==> src/rtl/ctrace_row_mac.sv <==
// Per-row camera-trace projector: classifies a raster-ordered sample stream against
// one FSP row window and accumulates weighted samples per camera with saturation.
module ctrace_row_mac #(
  parameter int DELAY        = 1,
  parameter int N_CAM        = 2,
  parameter int FSP_WIDTH    = 6,
  parameter int FSP_ROW      = 1,
  parameter int CAM_ROW_SIZE = 12,
  parameter int CAM_COL_SIZE = 12,
  parameter int CT_W         = 16,
  parameter int FSP_W        = 12,
  parameter int ACC_W        = 24,
  localparam int HIT_W       = $clog2(FSP_WIDTH + 1)
) (
  input  logic                              CLK,
  input  logic                              RESET,
  input  logic                              init,
  input  logic [CAM_ROW_SIZE-1:0]           config_row,
  input  logic [CAM_COL_SIZE-1:0]           config_col,
  input  logic [ACC_W-1:0]                  config_initial,
  input  logic                              ctrace_valid,
  input  logic [CAM_ROW_SIZE-1:0]           ctrace_row,
  input  logic [CAM_COL_SIZE-1:0]           ctrace_col,
  input  logic [N_CAM*CT_W-1:0]             ctrace,
  input  logic [N_CAM*FSP_WIDTH*FSP_W-1:0]  fsp,
  input  logic                              flush,
  input  logic                              sum_ack,
  output logic                              available,
  output logic                              done,
  output logic [N_CAM*ACC_W-1:0]            result,
  output logic [N_CAM-1:0]                  ovf,
  output logic [HIT_W-1:0]                  n_hits
);

  localparam int PROD_W = CT_W + FSP_W + 1;
  localparam int P_W    = CT_W + 1;
  localparam logic signed [ACC_W-1:0]      ACC_MAX = {1'b0, {(ACC_W-1){1'b1}}};
  localparam logic signed [ACC_W-1:0]      ACC_MIN = {1'b1, {(ACC_W-1){1'b0}}};
  localparam logic signed [CAM_COL_SIZE:0] WIN_W   = (CAM_COL_SIZE+1)'(FSP_WIDTH);

  // Registered assignments carry no delay in the synthesizable model.
  if (DELAY < 0) begin : g_delay_unused
  end

  typedef enum logic [1:0] {S_FREE, S_COLLECTING, S_FINISHING, S_DONE} state_e;

  state_e                      state_q, state_d;
  logic [CAM_ROW_SIZE-1:0]     me_row_q, me_row_d;
  logic [CAM_COL_SIZE-1:0]     me_col_q, me_col_d;
  logic                        s1_valid_q, s1_valid_d;
  logic                        drain_q, drain_d;
  logic [HIT_W-1:0]            n_hits_q, n_hits_d;
  logic [N_CAM-1:0]            ovf_q, ovf_d;
  logic signed [P_W-1:0]       p_q [N_CAM];
  logic signed [P_W-1:0]       p_d [N_CAM];
  logic signed [ACC_W-1:0]     acc_q [N_CAM];
  logic signed [ACC_W-1:0]     acc_d [N_CAM];
  logic signed [ACC_W-1:0]     result_q [N_CAM];
  logic signed [ACC_W-1:0]     result_d [N_CAM];

  logic [CAM_ROW_SIZE-1:0]     pr;
  logic signed [CAM_COL_SIZE:0] d;
  logic                        row_eq, row_gt, in_win, sample_ok;
  logic                        hit, after, last_col, load, finish;
  int                          col_idx;
  logic signed [PROD_W-1:0]    prod [N_CAM];
  logic signed [ACC_W:0]       sum  [N_CAM];
  logic                        clamp [N_CAM];
  logic signed [ACC_W-1:0]     sat  [N_CAM];

  // Sample classification relative to the window ending at (me_row, me_col).
  always_comb begin
    pr        = ctrace_row + CAM_ROW_SIZE'(FSP_ROW);
    d         = $signed({1'b0, me_col_q}) - $signed({1'b0, ctrace_col});
    row_eq    = (pr == me_row_q);
    row_gt    = (pr > me_row_q);
    in_win    = !d[CAM_COL_SIZE] && (d < WIN_W);
    sample_ok = ctrace_valid && (state_q == S_COLLECTING);
    hit       = sample_ok && row_eq && in_win;
    after     = sample_ok && (row_gt || (row_eq && d[CAM_COL_SIZE]));
    last_col  = hit && (d == '0);
    col_idx   = hit ? int'(d) : 0;
  end

  always_ff @(posedge CLK) begin
    if (RESET) state_q <= S_FREE;
    else       state_q <= state_d;
  end

  // NOTE: every always_comb starts from a full default so no path can leave a latch.
  always_comb begin
    state_d = state_q;
    case (state_q)
      S_FREE:       if (init) state_d = S_COLLECTING;
      S_COLLECTING: if (flush || last_col || after) state_d = S_FINISHING;
      S_FINISHING:  if (drain_q && !s1_valid_q) state_d = S_DONE;
      S_DONE:       if (sum_ack) state_d = S_FREE;
      default:      state_d = S_FREE;
    endcase
  end

  always_comb begin
    available = (state_q == S_FREE);
    done      = (state_q == S_DONE);
    ovf       = ovf_q;
    n_hits    = n_hits_q;
    result    = '0;
    for (int c = 0; c < N_CAM; c++) result[c*ACC_W +: ACC_W] = result_q[c];
  end

  // Two-stage MAC; FINISHING always lasts two cycles so done latency is fixed.
  always_comb begin
    load       = (state_q == S_FREE) && init;
    finish     = (state_q == S_FINISHING) && (state_d == S_DONE);
    me_row_d   = load ? config_row : me_row_q;
    me_col_d   = load ? config_col : me_col_q;
    s1_valid_d = hit;
    drain_d    = (state_q == S_FINISHING);
    n_hits_d   = n_hits_q;
    if (load) n_hits_d = '0;
    else if (hit && (n_hits_q < HIT_W'(FSP_WIDTH))) n_hits_d = n_hits_q + HIT_W'(1);
    ovf_d = load ? '0 : ovf_q;
    for (int c = 0; c < N_CAM; c++) begin
      prod[c]  = PROD_W'($signed(ctrace[c*CT_W +: CT_W]))
               * PROD_W'($signed({1'b0, fsp[(c*FSP_WIDTH + col_idx)*FSP_W +: FSP_W]}));
      p_d[c]   = P_W'(prod[c] >>> FSP_W);
      sum[c]   = (ACC_W+1)'(acc_q[c]) + (ACC_W+1)'(p_q[c]);
      clamp[c] = (sum[c][ACC_W] != sum[c][ACC_W-1]);
      sat[c]   = clamp[c] ? (sum[c][ACC_W] ? ACC_MIN : ACC_MAX) : sum[c][ACC_W-1:0];
      acc_d[c] = acc_q[c];
      if (load) acc_d[c] = config_initial;
      else if (s1_valid_q) begin
        acc_d[c] = sat[c];
        ovf_d[c] = ovf_q[c] | clamp[c];
      end
      result_d[c] = finish ? acc_q[c] : result_q[c];
    end
  end

  // NOTE: sequential state uses non-blocking assignments so all flops update together.
  always_ff @(posedge CLK) begin
    if (RESET) begin
      me_row_q   <= '0;
      me_col_q   <= '0;
      s1_valid_q <= 1'b0;
      drain_q    <= 1'b0;
      n_hits_q   <= '0;
      ovf_q      <= '0;
      for (int c = 0; c < N_CAM; c++) begin
        acc_q[c]    <= '0;
        result_q[c] <= '0;
      end
    end else begin
      me_row_q   <= me_row_d;
      me_col_q   <= me_col_d;
      s1_valid_q <= s1_valid_d;
      drain_q    <= drain_d;
      n_hits_q   <= n_hits_d;
      ovf_q      <= ovf_d;
      for (int c = 0; c < N_CAM; c++) begin
        acc_q[c]    <= acc_d[c];
        result_q[c] <= result_d[c];
      end
    end
  end

  // NOTE: the product register is left unreset; it is only consumed when s1_valid_q is set.
  always_ff @(posedge CLK) begin
    for (int c = 0; c < N_CAM; c++) p_q[c] <= p_d[c];
  end

endmodule

==> config.mk <==
export PLATFORM = sky130hd
export DESIGN_NAME = ctrace_row_mac
export DESIGN_NICKNAME = d
export VERILOG_FILES = /design/src/rtl/ctrace_row_mac.sv
export SDC_FILE = /design/constraint.sdc
export NUM_CORES = 2
export LEC_CHECK = 0
export BUFFER_PORTS_ARGS = -buffer_cell sky130_fd_sc_hd__buf_2
export CAP_MARGIN = 5
export CORE_MARGIN = 8
export CORE_UTILIZATION = 40
export DETAILED_ROUTE_END_ITERATION = 16
export GPL_ROUTABILITY_DRIVEN = 1
export SETUP_SLACK_MARGIN = 0.02
export SYNTH_ARGS = -nofsm -noshare
export SYNTH_HDL_FRONTEND = slang
export SYNTH_SLANG_ARGS = --single-unit
==> constraint.sdc <==
create_clock -name CLK -period 17.19 [get_ports CLK]
set_clock_uncertainty 0.1 [all_clocks]
set_input_delay 1.719 -clock CLK [delete_from_list [all_inputs] [get_ports CLK]]
set_output_delay 1.719 -clock CLK [all_outputs]
set_load 0.01 [all_outputs]
# [Word-level counts from Yosys, hierarchy flattened]
# Memories as Yosys holds them, arrays and structs flattened.
# Cells that the tools add are included.
# W data, S select, Z words.
[classes] multipliers=4 reduce_logical=19 bitwise=6 n_lt_le_gt_ge=3 n_eq_ne=7 n_addsub=6 n_mux=28 shifts=2
[op_table] op="$mux W24" count=14
[op_table] op="$shiftx A144 B32 Y12" count=2
[op_table] op="$mul A32 B3 Y30 const B" count=2
[op_table] op="$mul A16 B13 Y29" count=2
[op_table] op="$add A24 B17 Y25" count=2
[op_table] op="$add A4 B32 Y32 const A" count=1
[op_table] op="$mux W32" count=1
[op_table] op="$logic_not A13 Y1" count=1
[op_table] op="$lt A13 B4 Y1 const B" count=1
[op_table] op="$sub A12 B12 Y13" count=1
[op_table] op="$add A12 B1 Y12 const B" count=1
[op_table] op="$eq A12 B12 Y1" count=1
[op_table] op="$gt A12 B12 Y1" count=1
[op_table] op="$logic_and A1 B1 Y1" count=11
[op_table] op="$mux W2" count=5
[op_table] op="$pmux W2 S4" count=1
[op_table] op="$mux W1" count=7
[op_table] op="$eq A2 B2 Y1 const B" count=3
[op_table] op="$or A1 B1 Y1" count=6
[op_table] op="$add A3 B1 Y3 const B" count=1
[op_table] op="$logic_or A1 B1 Y1" count=3
[op_table] op="$lt A3 B3 Y1 const B" count=1
[op_table] op="$eq A2 B1 Y1 const B" count=1
[op_table] op="$logic_not A1 Y1" count=2
[op_table] op="3 further kinds" count=4
[word_totals] word_cells=85 mem_count=3 inputBits=254 ram_bits=130 ff_bits=33 output_inout_bits=55
[mem_list] name="acc_q" depth=2 width=24 rd=2 rd_clocked_by_memory_dff=0 wr=2 line_no="56" rtl="logic signed [ACC_W-1:0] acc_q [N_CAM];"
[mem_list] name="result_q" depth=2 width=24 rd=2 rd_clocked_by_memory_dff=0 wr=2 line_no="58" rtl="logic signed [ACC_W-1:0] result_q [N_CAM];"
[mem_list] name="p_q" depth=2 width=17 rd=2 rd_clocked_by_memory_dff=0 wr=2 line_no="54" rtl="logic signed [P_W-1:0] p_q [N_CAM];"

# [Longest topological paths before layout]
[logic_depth] depth_word=13 ltp_mapped=55 ltp_nobuf=53

# [Worst setup path after synthesis]
# Ideal clock, no wire load.
[synth_timing] kind="input -> register" startpoint="input ctrace_col[0]" endpoint="memory p_q[0][16] (netlist bit)" n_path_buf=12 required_ns=17.018 setup_time_ns=0.072 slack_ns=3.704 path_stages=48 arrival_time_ns=13.314 cell_sequence="ha_1 -> fa_1 -> nor2b_1 -> o211ai_1 -> and4_1 -> nor4_1 -> nor2b_1 -> and4_1 -> buf_2 -> buf_2 -> buf_2 -> buf_2 -> ha_1 -> clkbuf_1 -> clkbuf_1 -> buf_1 -> clkbuf_1 -> buf_1 -> [... 12 more ...] -> fa_1 -> inv_1 -> fa_1 -> fa_1 -> ha_1 -> a21o_1 -> a21o_1 -> a21o_1 -> a21oi_1 -> nand2_1 -> or2_2 -> a21oi_1 -> o32ai_2 -> a211oi_1 -> o31ai_1 -> or3_1 -> a31oi_1 -> xnor2_1"
[synth_lines] item="from (decl)" line_no="23" rtl="input logic [CAM_COL_SIZE-1:0] ctrace_col,"
[synth_lines] item="to (decl)" line_no="54"

==> impl_metrics.json <==
{
  "status": "completed",
  "r2r_cells": 46,
  "endpoint_class_of_the_critical_path": "register",
  "detailedRoute.firstPassIterationCount": 6,
  "placementRows": 98,
  "drv_slew": 0,
  "fraction_of_layout_cells_with_a_size_suffix_above_1_pct": 13.5,
  "finalWeightedCongestion": 0.949,
  "post_synthesis_xor_xnor_area_fraction_pct": 3.16,
  "post_synth_num_cell_types": 90,
  "final.min_clock_period_ns": 13.59,
  "worstHoldPathType": "register to register",
  "setup_viol": 0,
  "synth_common_cells": "sky130_fd_sc_hd__inv_1 (528), sky130_fd_sc_hd__nand2_1 (498), sky130_fd_sc_hd__fa_1 (359)",
  "dr_total_vias": 25395,
  "critPathLaunchType": "input pin",
  "synth_seq_area_share_pct": 11.3,
  "worstSetupPathType": "input pin to register",
  "timing_hold_violations_final": 0,
  "tns_ns": 0,
  "path_clk_slew_ns": 0.07,
  "cpMostUsedCell": "sky130_fd_sc_hd__fa_1",
  "clk_latency_ns": 0.45,
  "final_min_period_over_clock_period_pct": 79.1,
  "postSynth.asyncResetShare_pct": 0,
  "tightestPinTransition_ns": 1.04,
  "rsz0062_at_grt": "no",
  "power.leakage_nw": 15.3,
  "yosysWarningCount": 0,
  "cts_tree": "done",
  "synthesis_stage_register_bit_count": 163,
  "synthAdderAreaFrac_pct": 34.7,
  "synth-edff-count": 0,
  "grt_first_pass_wirelength_mm": 147,
  "via_count_of_the_first_global_routing_pass": 25871,
  "yosysTopAreaCellShare_pct": 24.9,
  "slew_headroom_pct": 30.6,
  "clock_sink_count": 163,
  "holdPathStages": 2,
  "starting_drt_drc_count": 1946,
  "grt_antenna_before_repair": 7,
  "finalNetCount": 4535,
  "synth_top_area_cell": "sky130_fd_sc_hd__fa_1",
  "drtAntennaViolNets": 0,
  "power_density_relative_to_cell_area_mw_per_mm2": 124,
  "arrival_ns": 13.83,
  "dieHeight_um": 285,
  "pin_count": 309,
  "timing.critical_path.slowest_stage_cell": "sky130_fd_sc_hd__nor4_1",
  "die_width_um": 285,
  "core_region_area_sq_mm": 0.0715,
  "synthesis_to_layout_area_growth_pct": 10.7,
  "io_buffers": 308,
  "viasPerCell": 5.44,
  "post_cts_resized": 0,
  "clock_tree.root_cell": "sky130_fd_sc_hd__clkbuf_16",
  "cts_hold_repair.buffers": 0,
  "total_drc_errors_in_the_routed_layout": 0,
  "synthesis.area_sq_mm": 0.0288,
  "maxCapViolations": 0,
  "cts_made_buffers": 17,
  "power.ir.vdd_worst_mv": 0.128,
  "synth_top_cells_by_area": "sky130_fd_sc_hd__fa_1 (25%), sky130_fd_sc_hd__dfxtp_1 (11%), sky130_fd_sc_hd__ha_1 (9.7%)",
  "cp_max_fo": 26,
  "synth-main-ff-cell": "sky130_fd_sc_hd__dfxtp_1",
  "clockBufferDepth": 2,
  "grt_max_degree": 67,
  "grt_util_all_layers_pct": 22.4,
  "synth_compound_area_share_pct": 13.0,
  "grt_overflow_total": 0,
  "yosys.cell_count.top_type": "sky130_fd_sc_hd__inv_1",
  "cts_setup_buffers": 0,
  "htree_levels": 4,
  "wl_mm": 92.5,
  "die_area_sq_mm": 0.0810,
  "synthesis.instances": 3485,
  "dp_hpwl_mm": 74.0,
  "initial_utilization_pct": 40.4,
  "cp_data_required_time_ns": 17.42,
  "finalHoldWorstSlack_ns": 0.353,
  "slowest_delay_ns": 0.64,
  "synth_top_family_by_area": "adder cells",
  "routed_length_per_placed_instance_um": 19.8,
  "fmax_ghz": 0.0736,
  "synth.area.mux_share_pct": 10.4,
  "synth.avg_cell_area_sq_um": 8.28,
  "synth-simple-area-share_pct": 18.3
}
-- critical path: cells and delay by family --
| family | cells | cell delay [ns] |
|---|---|---|
| adders and majority gates | 11 | 4.20 |
| muxes | 1 | 0.59 |
| AOI/OAI and AO/OA | 12 | 2.21 |
| xor gates and xnor gates | 1 | 0.12 |
| buffers and inverters | 8 | 1.40 |
| and+or+nand+nor | 13 | 3.53 |
-- worst paths after layout --
check,start,to,slack [ns]
max reg2reg,me_col_q[0],p_q[0][33],4.58
min reg2reg,result_q[0][21],result_q[0][21],0.35
min,result_q[0][21],result_q[0][21],0.35
max,ctrace_col[0],p_q[0][33],3.60
-- cell usage in the layout, fill, tap and decap left out, types with 79 or more instances in the layout --
cell type / count
sky130_fd_sc_hd__a21oi_1: 196
sky130_fd_sc_hd__o21ai_0: 84
sky130_fd_sc_hd__inv_1: 528
sky130_fd_sc_hd__fa_1: 359
sky130_fd_sc_hd__dfxtp_1: 163
sky130_fd_sc_hd__nand2_1: 497
sky130_fd_sc_hd__nor2_1: 274
sky130_fd_sc_hd__buf_2: 307
sky130_fd_sc_hd__ha_1: 222
sky130_fd_sc_hd__mux2i_1: 124
sky130_fd_sc_hd__and2_1: 79
-- routing by layer --
| layer | up-vias | wire, um | GRT usage [%] |
|---|---|---|---|
| met1 | 12253 | 40900 | 30.4 |
| li1 | 11976 | - | - |
| met5 | - | 56 | 0 |
| met2 | 966 | 42300 | 36.3 |
| met4 | 8 | 3070 | 7.15 |
| met3 | 192 | 6180 | 3.53 |
-- kinds of logic after synthesis --
group | count (synthesis)
buffers and inverters | 694
AND/OR/NAND/NOR | 1160
flip-flops | 163
XOR/XNOR | 104
AO/OA/AOI/OAI | 576
other | 1
adder cells (fa/ha/maj) | 584
multiplexers | 203
-- registers in the layout (all words and copies together), names as in the netlist --
signal	flops
acc_q	48
p_q	34
result_q	48
me_col_q	12
drain_q	1
s1_valid_q	1
n_hits	3
ovf	2
state_q	2
me_row_q	12
-- report_power, final --
part	switching (mW)	internal (mW)
registers	0.0582	0.483
logic	1.74	1.29
clock network	0.180	0.207
total	1.98	1.98
-- area by class of cell --
type,instances,area (sq um)
Clock inverter,14,160
Fill cell,7174,39600
Clock buffer,18,429
Antenna cell,2,5.00
Inverter,533,2000
Multi-Input combinational cell,2635,23000
Tap cell,950,1190
Timing Repair Buffer,349,1850
Sequential cell,163,3260
-- stage by stage --
stage	utilization [%]	power [mW]	std cells	setup WS, ns	instance area, sq um
floorplan	-	2.83	3492	3.70	28900
global placement	43.8	3.53	4630	3.34	31300
detailed placement	43.8	3.58	4630	3.14	31300
CTS	44.7	3.99	4662	3.63	31900
global route	44.7	4.44	4662	2.67	31900
finish	44.7	3.97	4664	3.60	31900
No activity file was read; power rests on OpenSTA's default activity.
